[config.mk]
export PLATFORM = sky130hd
export DESIGN_NAME = sync_fifo_flags
export DESIGN_NICKNAME = d
export VERILOG_FILES = /design/src/rtl/sync_fifo_pkg.sv /design/src/rtl/fifo_mem.sv /design/src/rtl/sync_fifo_flags.sv
export SDC_FILE = /design/constraint.sdc
export NUM_CORES = 1
export LEC_CHECK = 0
export CORE_ASPECT_RATIO = 1.75
export CORE_MARGIN = 2
export CORE_UTILIZATION = 55
export DETAILED_ROUTE_END_ITERATION = 10
export GPL_TIMING_DRIVEN = 0
export PLACE_DENSITY_LB_ADDON = 0.12
export SLEW_MARGIN = 20
export SYNTH_ARGS = -nofsm -noshare
export SYNTH_HDL_FRONTEND = slang
export SYNTH_SLANG_ARGS = --single-unit
[constraint.sdc]
create_clock -name clk -period 3.6 [get_ports clk]
set_clock_uncertainty 0.1 [all_clocks]
set_input_delay 0.72 -clock clk [delete_from_list [all_inputs] [get_ports clk]]
set_output_delay 0.72 -clock clk [all_outputs]
set_load 0.03 [all_outputs]
[src/rtl/sync_fifo_pkg.sv]
// Shared definitions for the sync_fifo_flags block: read-mode encodings and pointer sizing.
// Latency: n/a (package only).
// Backpressure: n/a (package only).
package sync_fifo_pkg;

  // Read-mode selector values for the FWFT parameter
  localparam int FIFO_MODE_STD  = 0;
  localparam int FIFO_MODE_FWFT = 1;

  // Address width needed to index a storage array of 'depth' entries
  function automatic int ptr_width(input int depth);
    return $clog2(depth);
  endfunction

endpackage

[src/rtl/fifo_mem.sv]
// Simple dual-port storage array: one synchronous write port, one asynchronous read port.
// Latency: write visible on read port the cycle after we_i; read is combinational.
// Backpressure: none; the caller guarantees the write address is free.
module fifo_mem #(
  parameter int DATA_WIDTH = 16,
  parameter int DEPTH      = 32,
  parameter int AW         = $clog2(DEPTH)
) (
  input  logic                  clk,
  input  logic                  we_i,
  input  logic [AW-1:0]         waddr_i,
  input  logic [DATA_WIDTH-1:0] wdata_i,
  input  logic [AW-1:0]         raddr_i,
  output logic [DATA_WIDTH-1:0] rdata_o
);

  logic [DATA_WIDTH-1:0] mem_q [DEPTH];

  // Storage is deliberately not reset; pointers alone define what is valid
  always_ff @(posedge clk) begin
    if (we_i) begin
      mem_q[waddr_i] <= wdata_i;
    end
  end

  assign rdata_o = mem_q[raddr_i];

endmodule

[src/rtl/sync_fifo_flags.sv]
// Single-clock FIFO with count, almost_full/almost_empty, overflow/underflow pulses, STD or FWFT read.
// Latency: STD read data 1 cycle after rd_en; FWFT head word visible 1 cycle after its write.
// Backpressure: writes while full / reads while empty are dropped and flagged with a 1-cycle pulse.
module sync_fifo_flags
  import sync_fifo_pkg::*;
#(
  parameter int DATA_WIDTH = 16,
  parameter int DEPTH      = 32,
  parameter int AF_THRESH  = 28,
  parameter int AE_THRESH  = 4,
  parameter int FWFT       = 0
) (
  input  logic                       clk,
  input  logic                       rst,
  input  logic                       wr_en,
  input  logic [DATA_WIDTH-1:0]      data_in,
  input  logic                       rd_en,
  output logic [DATA_WIDTH-1:0]      data_out,
  output logic                       valid,
  output logic                       full,
  output logic                       empty,
  output logic                       almost_full,
  output logic                       almost_empty,
  output logic [ptr_width(DEPTH):0]  count,
  output logic                       overflow,
  output logic                       underflow
);

  localparam int PTR_SIZE = ptr_width(DEPTH);
  localparam int CW       = PTR_SIZE + 1;
  localparam logic [CW-1:0] DEPTH_C = CW'(DEPTH);
  localparam logic [CW-1:0] AF_C    = CW'(AF_THRESH);
  localparam logic [CW-1:0] AE_C    = CW'(AE_THRESH);
  localparam logic [CW-1:0] ONE_C   = CW'(1);

  // Elaboration-time parameter sanity checks
  generate
    if (DEPTH < 2 || (DEPTH & (DEPTH - 1)) != 0) begin : g_bad_depth
      $error("sync_fifo_flags: DEPTH must be a power of two >= 2");
    end
    if (AF_THRESH < 1 || AF_THRESH > DEPTH) begin : g_bad_af
      $error("sync_fifo_flags: AF_THRESH must be in 1..DEPTH");
    end
    if (AE_THRESH < 0 || AE_THRESH > DEPTH - 1) begin : g_bad_ae
      $error("sync_fifo_flags: AE_THRESH must be in 0..DEPTH-1");
    end
    if (FWFT != FIFO_MODE_STD && FWFT != FIFO_MODE_FWFT) begin : g_bad_mode
      $error("sync_fifo_flags: FWFT must be 0 or 1");
    end
  endgenerate

  logic [CW-1:0]         wr_ptr_q, wr_ptr_d;
  logic [CW-1:0]         rd_ptr_q, rd_ptr_d;
  logic [DATA_WIDTH-1:0] data_q, data_d;
  logic                  valid_q, valid_d;
  logic                  ovf_q, ovf_d;
  logic                  unf_q, unf_d;
  logic                  wr_acc, rd_acc;
  logic [DATA_WIDTH-1:0] mem_rdata;

  // Flags derive purely from the pointers; the extra MSB separates full from empty
  assign count        = wr_ptr_q - rd_ptr_q;
  assign full         = (count == DEPTH_C);
  assign empty        = (count == '0);
  assign almost_full  = (count >= AF_C);
  assign almost_empty = (count <= AE_C);

  // Acceptance uses start-of-cycle flags, so a slot freed this cycle is not reused until next
  assign wr_acc = wr_en && !full;
  assign rd_acc = rd_en && !empty;

  fifo_mem #(
    .DATA_WIDTH (DATA_WIDTH),
    .DEPTH      (DEPTH),
    .AW         (PTR_SIZE)
  ) u_mem (
    .clk     (clk),
    .we_i    (wr_acc && !rst),
    .waddr_i (wr_ptr_q[PTR_SIZE-1:0]),
    .wdata_i (data_in),
    .raddr_i (rd_ptr_q[PTR_SIZE-1:0]),
    .rdata_o (mem_rdata)
  );

  // Next-state: pointer advance, STD output register and error pulses
  always_comb begin
    wr_ptr_d = wr_ptr_q;
    rd_ptr_d = rd_ptr_q;
    data_d   = data_q;
    valid_d  = 1'b0;
    ovf_d    = wr_en && full;
    unf_d    = rd_en && empty;
    if (wr_acc) begin
      wr_ptr_d = wr_ptr_q + ONE_C;
    end
    if (rd_acc) begin
      rd_ptr_d = rd_ptr_q + ONE_C;
      data_d   = mem_rdata;
      valid_d  = 1'b1;
    end
  end

  // State registers; reset wins over any same-cycle read or write
  always_ff @(posedge clk) begin
    if (rst) begin
      wr_ptr_q <= '0;
      rd_ptr_q <= '0;
      data_q   <= '0;
      valid_q  <= 1'b0;
      ovf_q    <= 1'b0;
      unf_q    <= 1'b0;
    end else begin
      wr_ptr_q <= wr_ptr_d;
      rd_ptr_q <= rd_ptr_d;
      data_q   <= data_d;
      valid_q  <= valid_d;
      ovf_q    <= ovf_d;
      unf_q    <= unf_d;
    end
  end

  // FWFT presents the head word combinationally; STD presents the registered copy
  assign data_out  = (FWFT == FIFO_MODE_FWFT) ? mem_rdata : data_q;
  assign valid     = (FWFT == FIFO_MODE_FWFT) ? !empty    : valid_q;
  assign overflow  = ovf_q;
  assign underflow = unf_q;

endmodule

== Yosys cells after proc, flatten, opt, wreduce, memory -nomap -nowiden ==
Memory sizes are Yosys's and may differ from the RTL's. A register that Yosys moved wholly into a read port is not among the register bits.
Index checks and enable logic that the tools add are counted.
Operators by class
  reductions and logical operators: 9
  equality and inequality tests: 1
  muxes and demuxes: 3
  $add $sub $neg: 3
  $lt $le $gt $ge: 2
Operators by type and width (number)
  adder 6 x 1 -> 6 bit (second input constant): 2
  == test 6 bit (second input constant): 1
  greater-or-equal comparator 6 x 5 -> 1 bit (second input constant): 1
  less-or-equal comparator 6 x 3 -> 1 bit (second input constant): 1
  zero test 6 bit: 1
  subtractor 6 bit: 1
  logical AND 1 bit: 5
  zero test 1 bit: 3
  2-to-1 mux 1 bit: 3
Word-level totals
  bits in registers: 15
  memories kept: 1
  input bits: 20
  bits in writable memories: 512
Memories
  u_mem.mem_q: words 32, bits a word 16, read ports 1, clocked after Yosys merged registers in 1, write ports 1, RTL line fifo_mem.sv:17  | logic [DATA_WIDTH-1:0] mem_q [DEPTH];

== Logic depth before layout (Yosys ltp) ==
Gate-level depths: netlist of run 1.
  depth in word-level cells: 7
  mapped depth: 14
  depth with buffers taken out: 10

== Cells and area by module ==
A second synthesis of run 1 with hierarchy kept.
Unflattened totals
  cells, all modules: 1320
  area, all modules: 22004.9 um^2
Modules (own cells, without submodules)
  fifo_mem: seq. area each 15374.7 um^2, times used 1, cells each 1127, area an instance 20215.6 um^2
  sync_fifo_flags: seq. area each 620.6 um^2, times used 1, cells each 193, area an instance 1789.2 um^2

== Least setup slack after synthesis of run 1 ==
No wires, ideal clock.
  path type: register to output
  start: reg rd_ptr_q[2]
  end: out almost_empty
  setup slack: -0.805 ns
  stages on the path, launching flop included: 11
  required time: 2.780 ns
  arrival: 3.585 ns
  cells stage by stage: dfxtp_1 buf_2 buf_2 inv_1 ha_1 nand3b_1 a21boi_0 mux2i_1 and2_1 inv_2 a2111oi_0
On the way
  cells in the longest elaborated chain, start to end: 2
RTL lines
  from (decl): RTL line sync_fifo_flags.sv:53  | logic [CW-1:0] rd_ptr_q, rd_ptr_d;
  from (signal assigned): RTL line sync_fifo_flags.sv:114  | rd_ptr_q <= rd_ptr_d;
  subtractor 6 bit: RTL line sync_fifo_flags.sv:62  | assign count = wr_ptr_q - rd_ptr_q;
  via count[5]: RTL line sync_fifo_flags.sv:24  | output logic [ptr_width(DEPTH):0] count,
  less-or-equal comparator 6 x 3 -> 1 bit: RTL line sync_fifo_flags.sv:66  | assign almost_empty = (count <= AE_C);
  to (decl): RTL line sync_fifo_flags.sv:23  | output logic almost_empty,
The timed path passes the listed nets, and every way through them passes these cells.

== Final worst setup path of run 1 ==
  start: reg rd_ptr_q[1]
  end: out almost_empty
On the way
  cells in the longest elaborated chain, start to end: 2
RTL lines (RTL line)
  subtractor 6 bit: sync_fifo_flags.sv:62
  less-or-equal comparator 6 x 3 -> 1 bit: sync_fifo_flags.sv:66
Every way passes these cells.

==> results of run 1 <==
[tightest hold or removal path, stage by stage (launching register included)]
cell,delay [ps]
dfxtp_1,310
nand2_1,50
a21oi_1,50
[cells in the final DEF (no fill, tap or decap), types with 15 or more instances in the layout]
cell               n
dfxtp_1           25
buf_4             30
nand3_1           21
mux2i_1           36
o311ai_0          15
clkbuf_1          34
a311o_1           15
clkbuf_16         47
a221oi_1          15
buf_2             37
nor2_1            29
clkdlybuf4s50_1   24
buf_6             23
nor2_2            15
a21oi_1           22
edfxtp_1         512
mux4_2           113
o21ai_0           19
nor2_4            19
nand2_1           51
a22oi_1           16
[metal layers]
| metal | up-vias | track usage, % |
|---|---|---|
| met4 | 0 | 14.2 |
| met3 | 107 | 2.80 |
| met5 | - | 0 |
| li1 | 4651 | - |
| met2 | 373 | 45.5 |
| met1 | 5709 | 31.3 |
[repair_timing]
action | in CTS | in global routing
pin swaps | 13 | 12
resized for setup | 96 | 15
setup buffers | 17 | 15
endpoints found under the setup margin | 545 | 100
[area by class of cell]
class / count / area share (%)
Multi-Input combinational cell: 452 / 20.8
Clock buffer: 66 / 5.29
Sequential cell: 543 / 65.3
Clock inverter: 18 / 0.581
Timing Repair Buffer: 102 / 4.09
Tap cell: 480 / 2.45
Inverter: 12 / 0.352
Buffer: 54 / 1.18
[where the power goes]
group	total [mW]	leakage, nW	switching [mW]	internal [mW]
Sequential	7.17	4.86	0.0929	7.07
Combinational	4.09	1.99	2.30	1.79
Clock	4.80	0.704	2.15	2.66
Total	16.1	7.56	4.54	11.5
[logic make-up after synthesis]
group / share of synthesized area (%)
compound gates: 3.92
xor+xnor: 0.333
fa+ha+maj: 0.690
buf+inv: 1.62
flops: 76.0
mux: 13.9
simple gates: 3.58
[sequential cells by signal, summed over array words and instances (netlist names)]
| name | flops |
|---|---|
| wr_ptr_q | 6 |
| rd_ptr_q | 6 |
| overflow | 1 |
| underflow | 1 |
| data_out | 16 |
| valid | 1 |
| u_mem.mem_q | 512 |
[through the flow]
| stage | setup TNS (ps) | cells | hold WS, ps | setup WS (ps) |
|---|---|---|---|---|
| floorplan | -86770 | 1066 | 364 | -221 |
| global placement | -773740 | 1594 | 344 | -1850 |
| detailed placement | -525810 | 1616 | 352 | -1480 |
| CTS | -93.3 | 1714 | 361 | -93.3 |
| global route | -3490 | 1727 | 385 | -74.9 |
| finish | -19.9 | 1727 | 354 | -17.8 |
[worst min-delay path by stage]
stage / start / to / depth (start not counted) / slack, ps
floorplan: rd_ptr_q[5]$_SDFFE_PP0P_ / rd_ptr_q[5]$_SDFFE_PP0P_ / 2 / 360
global placement: data_out[5]$_SDFFE_PP0P_ / data_out[5]$_SDFFE_PP0P_ / 2 / 340
detailed placement: data_out[2]$_SDFFE_PP0P_ / data_out[2]$_SDFFE_PP0P_ / 2 / 350
CTS: data_out[15]$_SDFFE_PP0P_ / data_out[15]$_SDFFE_PP0P_ / 2 / 360
global route: data_out[3]$_SDFFE_PP0P_ / data_out[3]$_SDFFE_PP0P_ / 2 / 380
finish: data_out[15]$_SDFFE_PP0P_ / data_out[15]$_SDFFE_PP0P_ / 2 / 350
==> flow_summary.toml, run 1 <==
[synthesis]
mappedNetlistArea_sq_um = 21000
synth_enable_flop_cells = 512
synthMostInstantiatedCell = "edfxtp_1"
synth_area_per_cell_sq_um = 19.7
syn_nets = 1097
syn-instance-count = 1066
synth_flop_cell = "edfxtp_1"
synth_largest_type_area_fraction_pct = 73.1
synth.distinct_cells = 49
netlist_top_cells_area = "edfxtp_1 (73%), mux4_2 (12%), dfxtp_1 (2.9%)"
warning_count_from_the_yosys_run = 0
async_flop_share_pct = 0
top_cell_type_by_total_area_after_synthesis = "edfxtp_1"
synthTopCellsByCount = "edfxtp_1 (512), mux4_2 (113), nor2_1 (63)"
ys_seq_area_share_pct = 76.0
number_of_storage_elements_in_the_synthesis_netlist = 543

[layout]
layout.core_utilization_pct = 65.2
syn_to_final_growth_pct = 16.6
fill_cells = 2578
multiInputGateArea_sq_um = 5090
drive_gt1_share_pct = 28.8
post-route-cell-area_sq_um = 24500
final-seq-area_sq_um = 16000
num_antenna_cells = 0
total_number_of_nets_in_the_final_design = 1242

[die]
fp.dieW_um = 152
ios = 49
die_y_um = 263
floorplan.core_area_sq_um = 37600
die_area_sq_um = 39900
placement_rows = 94
start_util_pct = 55.9

[sta]
final.min_clock_period_ps = 3620
max_freq_ghz = 0.276
tightestPinTransition_ps = 983
finalMaxSlewViolations = 0
timing.max_slew.rel_slack_pct = 33.8
worst_case_setup_margin_in_the_final_layout_ps = -17.8
finalHoldViolCount = 0
rsz0062_at_grt = "true"
fin_crit_sh_pct = 100
report.final.setup_viol = 2

[grt]
grt_max_degree = 33
grt_first_pass_wirelength_um = 74500
number_of_antenna_violations_at_the_first_check_in_global_routing = 0
globalRouteOverflowTotal = 0
track_usage_pct = 25.9
grt_pass1_vias = 11300

[setup_path]
required_ps = 2780
setup.worst_path.end_class = "output port"
worst_path_slowest_cell = "dfxtp_4"
cp_num_buf_inv = 4
worstSetupStartpointType = "flop"
worst_r2r_endpoint = "u_mem.mem_q[1][2]$_DFFE_PP_"
cpPeakStageDelay_ps = 370
critical_path_class = "flop to output port"
worst_r2r_startpoint = "rd_ptr_q[1]$_SDFFE_PP0P_"
cp_top_family = "compound AO/OA/AOI/OAI gates"
worst-path-stages = 10
crit_path_max_fanout = 3
reg2reg_depth = 14
crit_arrival_ps = 2800
timing.critical_path.from = "rd_ptr_q[1]$_SDFFE_PP0P_"
setup.reg_to_reg.worst_slack_ps = 0
critical_path.cell_chain = "buf_8 > clkinvlp_4 > ha_4 > nand3b_1 > a21boi_2 > mux2i_1 > and2_4 > clkinv_8 > a2111oi_4 > buf_6"
endpoint = "almost_empty"

[clock_tree]
cts_num_sinks = 543
cts_max_path_buffers = 3
clock_tree.htree_level_count = 2
insertion_delay_ps = 550
cts_hold_repair.buffers = 0
clk_pin_slew_ps = 70
cts_tree = "yes"
ctsRootBufferMaster = "clkbuf_16"
cts-buffers-inserted = 46

[detailed_routing]
ant_nets = 0
dr.max_layer_used = "met4"
vias = 10800
total_wire_length_after_detailed_routing_um = 51800
drt-vias-per-instance = 6.28
detail_route.iter0.violations = 913
sum_of_met3_wire_segment_lengths_after_detailed_routing_um = 2440
drcViolationCount = 0
total_met2_wirelength_after_detailed_routing_um = 27200
detail_route.wirelength.met1_um = 19000
detail_route.first_pass.iterations = 5
route.detailed.wl_per_inst_um = 30.0

[placement]
gp_routability_congestion = 0.880
detailed_place.area_sq_um = 22400
numPortBuffers = 48
dp_hpwl_um = 34700

[power]
ir_worst_vdd_v = 0.000658
cellPowerDensity_nw_per_um2 = 655
static-leakage-power_nw = 7.56
total_power_mw = 16.1

[flow_run]
timing.max_cap.violations = 0

[run_status]
failing_checks = "negative setup slack"
status = "finished with violations"

[worst_hold_path]
worstHoldPathType = "flop to flop"
Note: power is estimated with default switching activity, not from simulation.
==> run 2, diff against run 1 <==
==> constraint.sdc (replaced) <==
create_clock -name clk -period 3.6 [get_ports clk]
set_clock_uncertainty 0.1 [all_clocks]
set_input_delay 0.54 -clock clk [delete_from_list [all_inputs] [get_ports clk]]
set_output_delay 0.54 -clock clk [all_outputs]
set_load 0.03 [all_outputs]
==> flow_summary.toml, run 2 (synthesized netlist as in run 1, its figures left out) <==
[grt]
number_of_antenna_violations_at_the_first_check_in_global_routing = 1
globalRouteOverflowTotal = 0
grt_max_degree = 33
grt_pass1_vias = 11200
grt_first_pass_wirelength_um = 75200
track_usage_pct = 26.0

[setup_path]
critical_path.cell_chain = "inv_2 > ha_1 > fa_2 > xnor2_1 > clkdlybuf4s50_1"
cp_top_family = "buffers and inverters"
cp_num_buf_inv = 2
crit_path_max_fanout = 5
critical_path_class = "flop to output port"
cpPeakStageDelay_ps = 800
setup.worst_path.end_class = "output port"
required_ps = 2960
worstSetupStartpointType = "flop"
worst_path_slowest_cell = "clkdlybuf4s50_1"
crit_arrival_ps = 2910

[flow_run]
timing.max_cap.violations = 0

[sta]
setup_total_negative_slack_ps = 0
timing.max_slew.rel_slack_pct = 40.3
worst_case_setup_margin_in_the_final_layout_ps = 53.4
finalMaxSlewViolations = 0
hold_ws_ps = 355
final.min_clock_period_ps = 3550
tightestPinTransition_ps = 896
finalHoldViolCount = 0
fin_crit_sh_pct = 98.5
max_freq_ghz = 0.282
report.final.setup_viol = 0

[die]
floorplan.core_area_sq_um = 37600
ios = 49
placement_rows = 94
start_util_pct = 55.9
die_y_um = 263
fp.dieW_um = 152
die_area_sq_um = 39900

[worst_hold_path]
worstHoldPathType = "flop to flop"

[placement]
dp_hpwl_um = 33600
numPortBuffers = 48
gp_routability_congestion = 0.868
detailed_place.area_sq_um = 22200
place_worst_setup_slack_ps = -1150

[layout]
fill_cells = 2533
drive_gt1_share_pct = 28.1
layout.core_utilization_pct = 66.0
post-route-cell-area_sq_um = 24800
final_cell_mix = "edfxtp_1 (512), mux4_2 (113), nand2_1 (53), clkbuf_16 (49), buf_2 (37)"
largest_register = "u_mem.mem_q"
num_antenna_cells = 0
total_number_of_nets_in_the_final_design = 1241
final_common_cell = "edfxtp_1"
largest_register_ffs = 512
syn_to_final_growth_pct = 17.9

[power]
static-leakage-power_nw = 7.67
ir_worst_vdd_v = 0.00102
share_of_total_power_consumed_by_net_switching_pct = 27.7
comb_power_share_pct = 23.5
cellPowerDensity_nw_per_um2 = 653
power.sequential.fraction_pct = 44.1
power.internal_mw = 11.7
p_switching_mw = 4.50
clkPwrFrac_pct = 32.4

[detailed_routing]
total_wire_length_after_detailed_routing_um = 51800
detail_route.iter0.violations = 1040
detail_route.first_pass.iterations = 5
ant_nets = 0
route.detailed.wl_per_inst_um = 30.0
vias = 11000
drcViolationCount = 0
drt-vias-per-instance = 6.38

[clock_tree]
cts_tree = "yes"
cts_max_path_buffers = 3
insertion_delay_ps = 570
cts-buffers-inserted = 47
clk_pin_slew_ps = 70
clock_tree.htree_level_count = 2
cts_num_sinks = 543
cts_hold_repair.buffers = 0
ctsRootBufferMaster = "clkbuf_16"

[run_status]
status = "finished clean"
[run 2: repair_timing]
action,in CTS,in global routing
pin swaps,34,4
setup buffers,47,1
gates resized for setup,91,11
setup endpoints to repair,543,6
[run 2: worst min-delay path, stage by stage (launching register included)]
cell     delay, ps
dfxtp_1        310
nand2_1         50
a21oi_1         50
[run 2: per-layer routing]
metal | track usage (%) | up-vias | part of all wire, %
li1 | - | 4665 | -
met5 | 0 | - | 0
met2 | 45.3 | 452 | 53
met3 | 3.28 | 110 | 5.8
met1 | 32.5 | 5802 | 36
met4 | 12.6 | 0 | 5.4
[run 2: area by class of cell]
| class | count | area, sq um | area share, % |
|---|---|---|---|
| repair buffers | 96 | 1150 | 4.64 |
| flip-flops and latches | 543 | 16000 | 64.5 |
| clock inverters | 21 | 284 | 1.14 |
| multi-input cells | 452 | 5070 | 20.4 |
| clock buffers | 66 | 1320 | 5.32 |
| plain buffers | 58 | 335 | 1.35 |
| inverters | 12 | 60.1 | 0.242 |
| well taps | 480 | 601 | 2.42 |
[run 2: power groups by stage]
stage / Sequential [mW] / Combinational (mW) / Clock (mW)
global route: 7.16 / 4.00 / 5.54
detailed placement: 7.29 / 3.58 / 0
finish: 7.15 / 3.80 / 5.26
floorplan: 7.41 / 2.17 / 0
global placement: 7.28 / 3.56 / 0
CTS: 7.15 / 3.78 / 5.33
[run 2: metrics by stage]
stage | power, mW | cells
after detailed placement | 10.9 | 1594
final | 16.2 | 1728
after global routing | 16.7 | 1728
after global placement | 10.8 | 1594
after floorplan | 9.58 | 1066
after CTS | 16.3 | 1727
[run 2: path summary, 6_finish.rpt]
| check | startpoint | endpoint | slack (ps) | cells after the start |
|---|---|---|---|---|
| setup / recovery | wr_ptr_q[0]$_SDFFE_PP0P_ | count[2] | 50 | 5 |
| hold / removal | data_out[2]$_SDFFE_PP0P_ | data_out[2]$_SDFFE_PP0P_ | 350 | 2 |
| setup reg to reg | rd_ptr_q[1]$_SDFFE_PP0P_ | u_mem.mem_q[19][2]$_DFFE_PP_ | 170 | 13 |
| hold reg to reg | data_out[2]$_SDFFE_PP0P_ | data_out[2]$_SDFFE_PP0P_ | 350 | 2 |
==> run 3, diff against run 2 <==
- ABC_AREA: default -> 1
- CORE_UTILIZATION: 55 -> 56
==> flow_summary.toml, run 3 <==
[run_status]
status = "finished clean"

[synthesis]
synthTopCellsByCount = "nand2_1 (934), edfxtp_1 (512), inv_1 (456)"
synth_enable_flop_cells = 512
synthMostInstantiatedCell = "nand2_1"
synth_largest_type_area_fraction_pct = 63.4
synth.distinct_cells = 29
syn-instance-count = 2506
syn_nets = 2537
warning_count_from_the_yosys_run = 0
mappedNetlistArea_sq_um = 24300
ys_seq_area_share_pct = 66.0
number_of_storage_elements_in_the_synthesis_netlist = 543
netlist_top_cells_area = "edfxtp_1 (63%), nand2_1 (14%), inv_1 (7.1%)"
top_cell_type_by_total_area_after_synthesis = "edfxtp_1"
async_flop_share_pct = 0
synth_flop_cell = "edfxtp_1"
synth_area_per_cell_sq_um = 9.68

[detailed_routing]
detail_route.iter0.violations = 1289
drt-vias-per-instance = 5.19
vias = 16700
route.detailed.wl_per_inst_um = 20.7
drcViolationCount = 0
detail_route.first_pass.iterations = 5
ant_nets = 0
total_wire_length_after_detailed_routing_um = 66800

[die]
placement_rows = 100
die_y_um = 279
floorplan.core_area_sq_um = 42700
die_area_sq_um = 45100
fp.dieW_um = 161
ios = 49
start_util_pct = 56.8

[layout]
final_common_cell = "nand2_1"
final-seq-area_sq_um = 16000
post-route-cell-area_sq_um = 27500
final_cell_mix = "nand2_1 (933), edfxtp_1 (512), inv_1 (455), nand3_1 (311), buf_2 (85)"
multiInputGateArea_sq_um = 6090
drive_gt1_share_pct = 10.7
total_number_of_nets_in_the_final_design = 2656
syn_to_final_growth_pct = 13.4
fill_cells = 3473
largest_register = "u_mem.mem_q"
largest_register_ffs = 512

[sta]
max_freq_ghz = 0.285
report.final.setup_viol = 0
fin_crit_sh_pct = 97.4
timing.max_slew.rel_slack_pct = 41.3
final.min_clock_period_ps = 3510
rsz0062_at_grt = "true"
setup_total_negative_slack_ps = 0
finalHoldViolCount = 0
tightestPinTransition_ps = 879
finalMaxSlewViolations = 0

[setup_path]
worstSetupStartpointType = "flop"
critical_path.cell_chain = "clkbuf_4 > clkinv_2 > clkbuf_4 > ha_1 > a21oi_2 > nand2_2 > nand2_1 > nand2_2 > nand2_4 > inv_4 > nor2_8 > nand2_4 > nor2_2"
crit_path_max_fanout = 16
cpPeakStageDelay_ps = 730
setup.worst_path.end_class = "flop"
worst_path_slowest_cell = "nor2_2"
crit_arrival_ps = 3600
required_ps = 3690
critical_path_class = "flop to flop"

[flow_run]
timing.max_cap.violations = 0

[clock_tree]
cts_max_path_buffers = 3
cts_num_sinks = 543
insertion_delay_ps = 580
clock_tree.htree_level_count = 2
clk_pin_slew_ps = 70
cts_hold_repair.buffers = 0
cts_tree = "yes"
ctsRootBufferMaster = "clkbuf_16"
cts-buffers-inserted = 48

[power]
total_power_mw = 17.0
cellPowerDensity_nw_per_um2 = 618
ir_worst_vdd_v = 0.000497
static-leakage-power_nw = 12.2

[placement]
dp_hpwl_um = 48500
gp_routability_congestion = 1.04
numPortBuffers = 47
detailed_place.area_sq_um = 25800

[grt]
number_of_antenna_violations_at_the_first_check_in_global_routing = 0
grt_first_pass_wirelength_um = 98800
grt_pass1_vias = 16300
globalRouteOverflowTotal = 0
track_usage_pct = 30.1
grt_max_degree = 33

[worst_hold_path]
worstHoldPathType = "primary input to flop"
## run 3: cell types whose count changed after synthesis, sizes merged, moves of 16 or more
| cell | delta |
|---|---|
| o21ai | -21 |
| a22oi | -16 |
| mux2i | -36 |
| nand3 | +288 |
| nand2 | +905 |
| mux4 | -113 |
| buf | +62 |
| nor2 | +18 |
| inv | +448 |
## run 3: path summary, 6_finish.rpt
check,start,endpoint,slack (ps),cells after the start
min reg2reg,rd_ptr_q[3]$_SDFFE_PP0P_,rd_ptr_q[3]$_SDFFE_PP0P_,400,2
max,rd_ptr_q[4]$_SDFFE_PP0P_,u_mem.mem_q[9][2]$_DFFE_PP_,90,13
min,data_in[12],u_mem.mem_q[29][12]$_DFFE_PP_,120,1
max reg2reg,rd_ptr_q[4]$_SDFFE_PP0P_,u_mem.mem_q[9][2]$_DFFE_PP_,90,13
## run 3: kinds of logic (layout without fill, tap and decap cells)
group                    Yosys count  count (layout)  synth area share (%)
XOR/XNOR                           2               2                0.0722
adder cells (fa/ha/maj)           11              11                 0.598
other                              0               1                     0
AO/OA/AOI/OAI                     16              16                 0.377
buffers and inverters            574             730                  9.63
AND/OR/NAND/NOR                 1360            1360                  23.4
flip-flops                       543             543                  66.0
## run 3: what timing repair did
item	in CTS	in global routing
setup endpoints to repair	425	259
resized for setup	35	20
buffers inserted	1	1
pin swaps	0	1
## run 3: layout make-up
| class | instances | area share [%] |
|---|---|---|
| Multi-Input combinational cell | 1389 | 22.2 |
| Buffer | 112 | 2.26 |
| Sequential cell | 543 | 58.2 |
| Tap cell | 561 | 2.55 |
| Clock inverter | 26 | 0.932 |
| Clock buffer | 61 | 4.77 |
| Inverter | 460 | 6.30 |
| Timing Repair Buffer | 71 | 2.85 |
| Antenna cell | 1 | 0.00910 |
## run 3: where the power goes
group	switching, mW	internal (mW)	leakage (nW)
registers	0.0615	7.03	4.86
logic	3.33	1.39	6.54
clock network	2.26	2.93	0.775
total	5.65	11.4	12.2
## run 3: stage by stage
step           hold slack (ps)  setup slack [ps]  instances  utilization (%)
6_report                   117              92.1       3224             64.5
5_1_grt                    114             -92.2       3223             64.5
4_1_cts                   99.6             -16.8       3223             64.3
3_5_place_dp               382              -307       3136             60.5
3_3_place_gp               383              -878       3114             59.6
2_1_floorplan              368               181       2506                -
## run 3: per-layer routing
metal	track usage (%)	vias up	share of wire, %
met4	20.3	0	7.8
met2	53.5	596	51
met3	3.15	210	4.8
li1	-	8127	-
met5	0	-	0
met1	33.9	7811	36
## run 3: critical path, delay by kind of cell, from the launching register on
| kind | cells | cell delay, ps |
|---|---|---|
| adders and majority gates | 1 | 370 |
| DFF | 1 | 310 |
| AOI/OAI and AO/OA | 1 | 210 |
| and+or+nand+nor | 7 | 1440 |
| buffers and inverters | 4 | 640 |
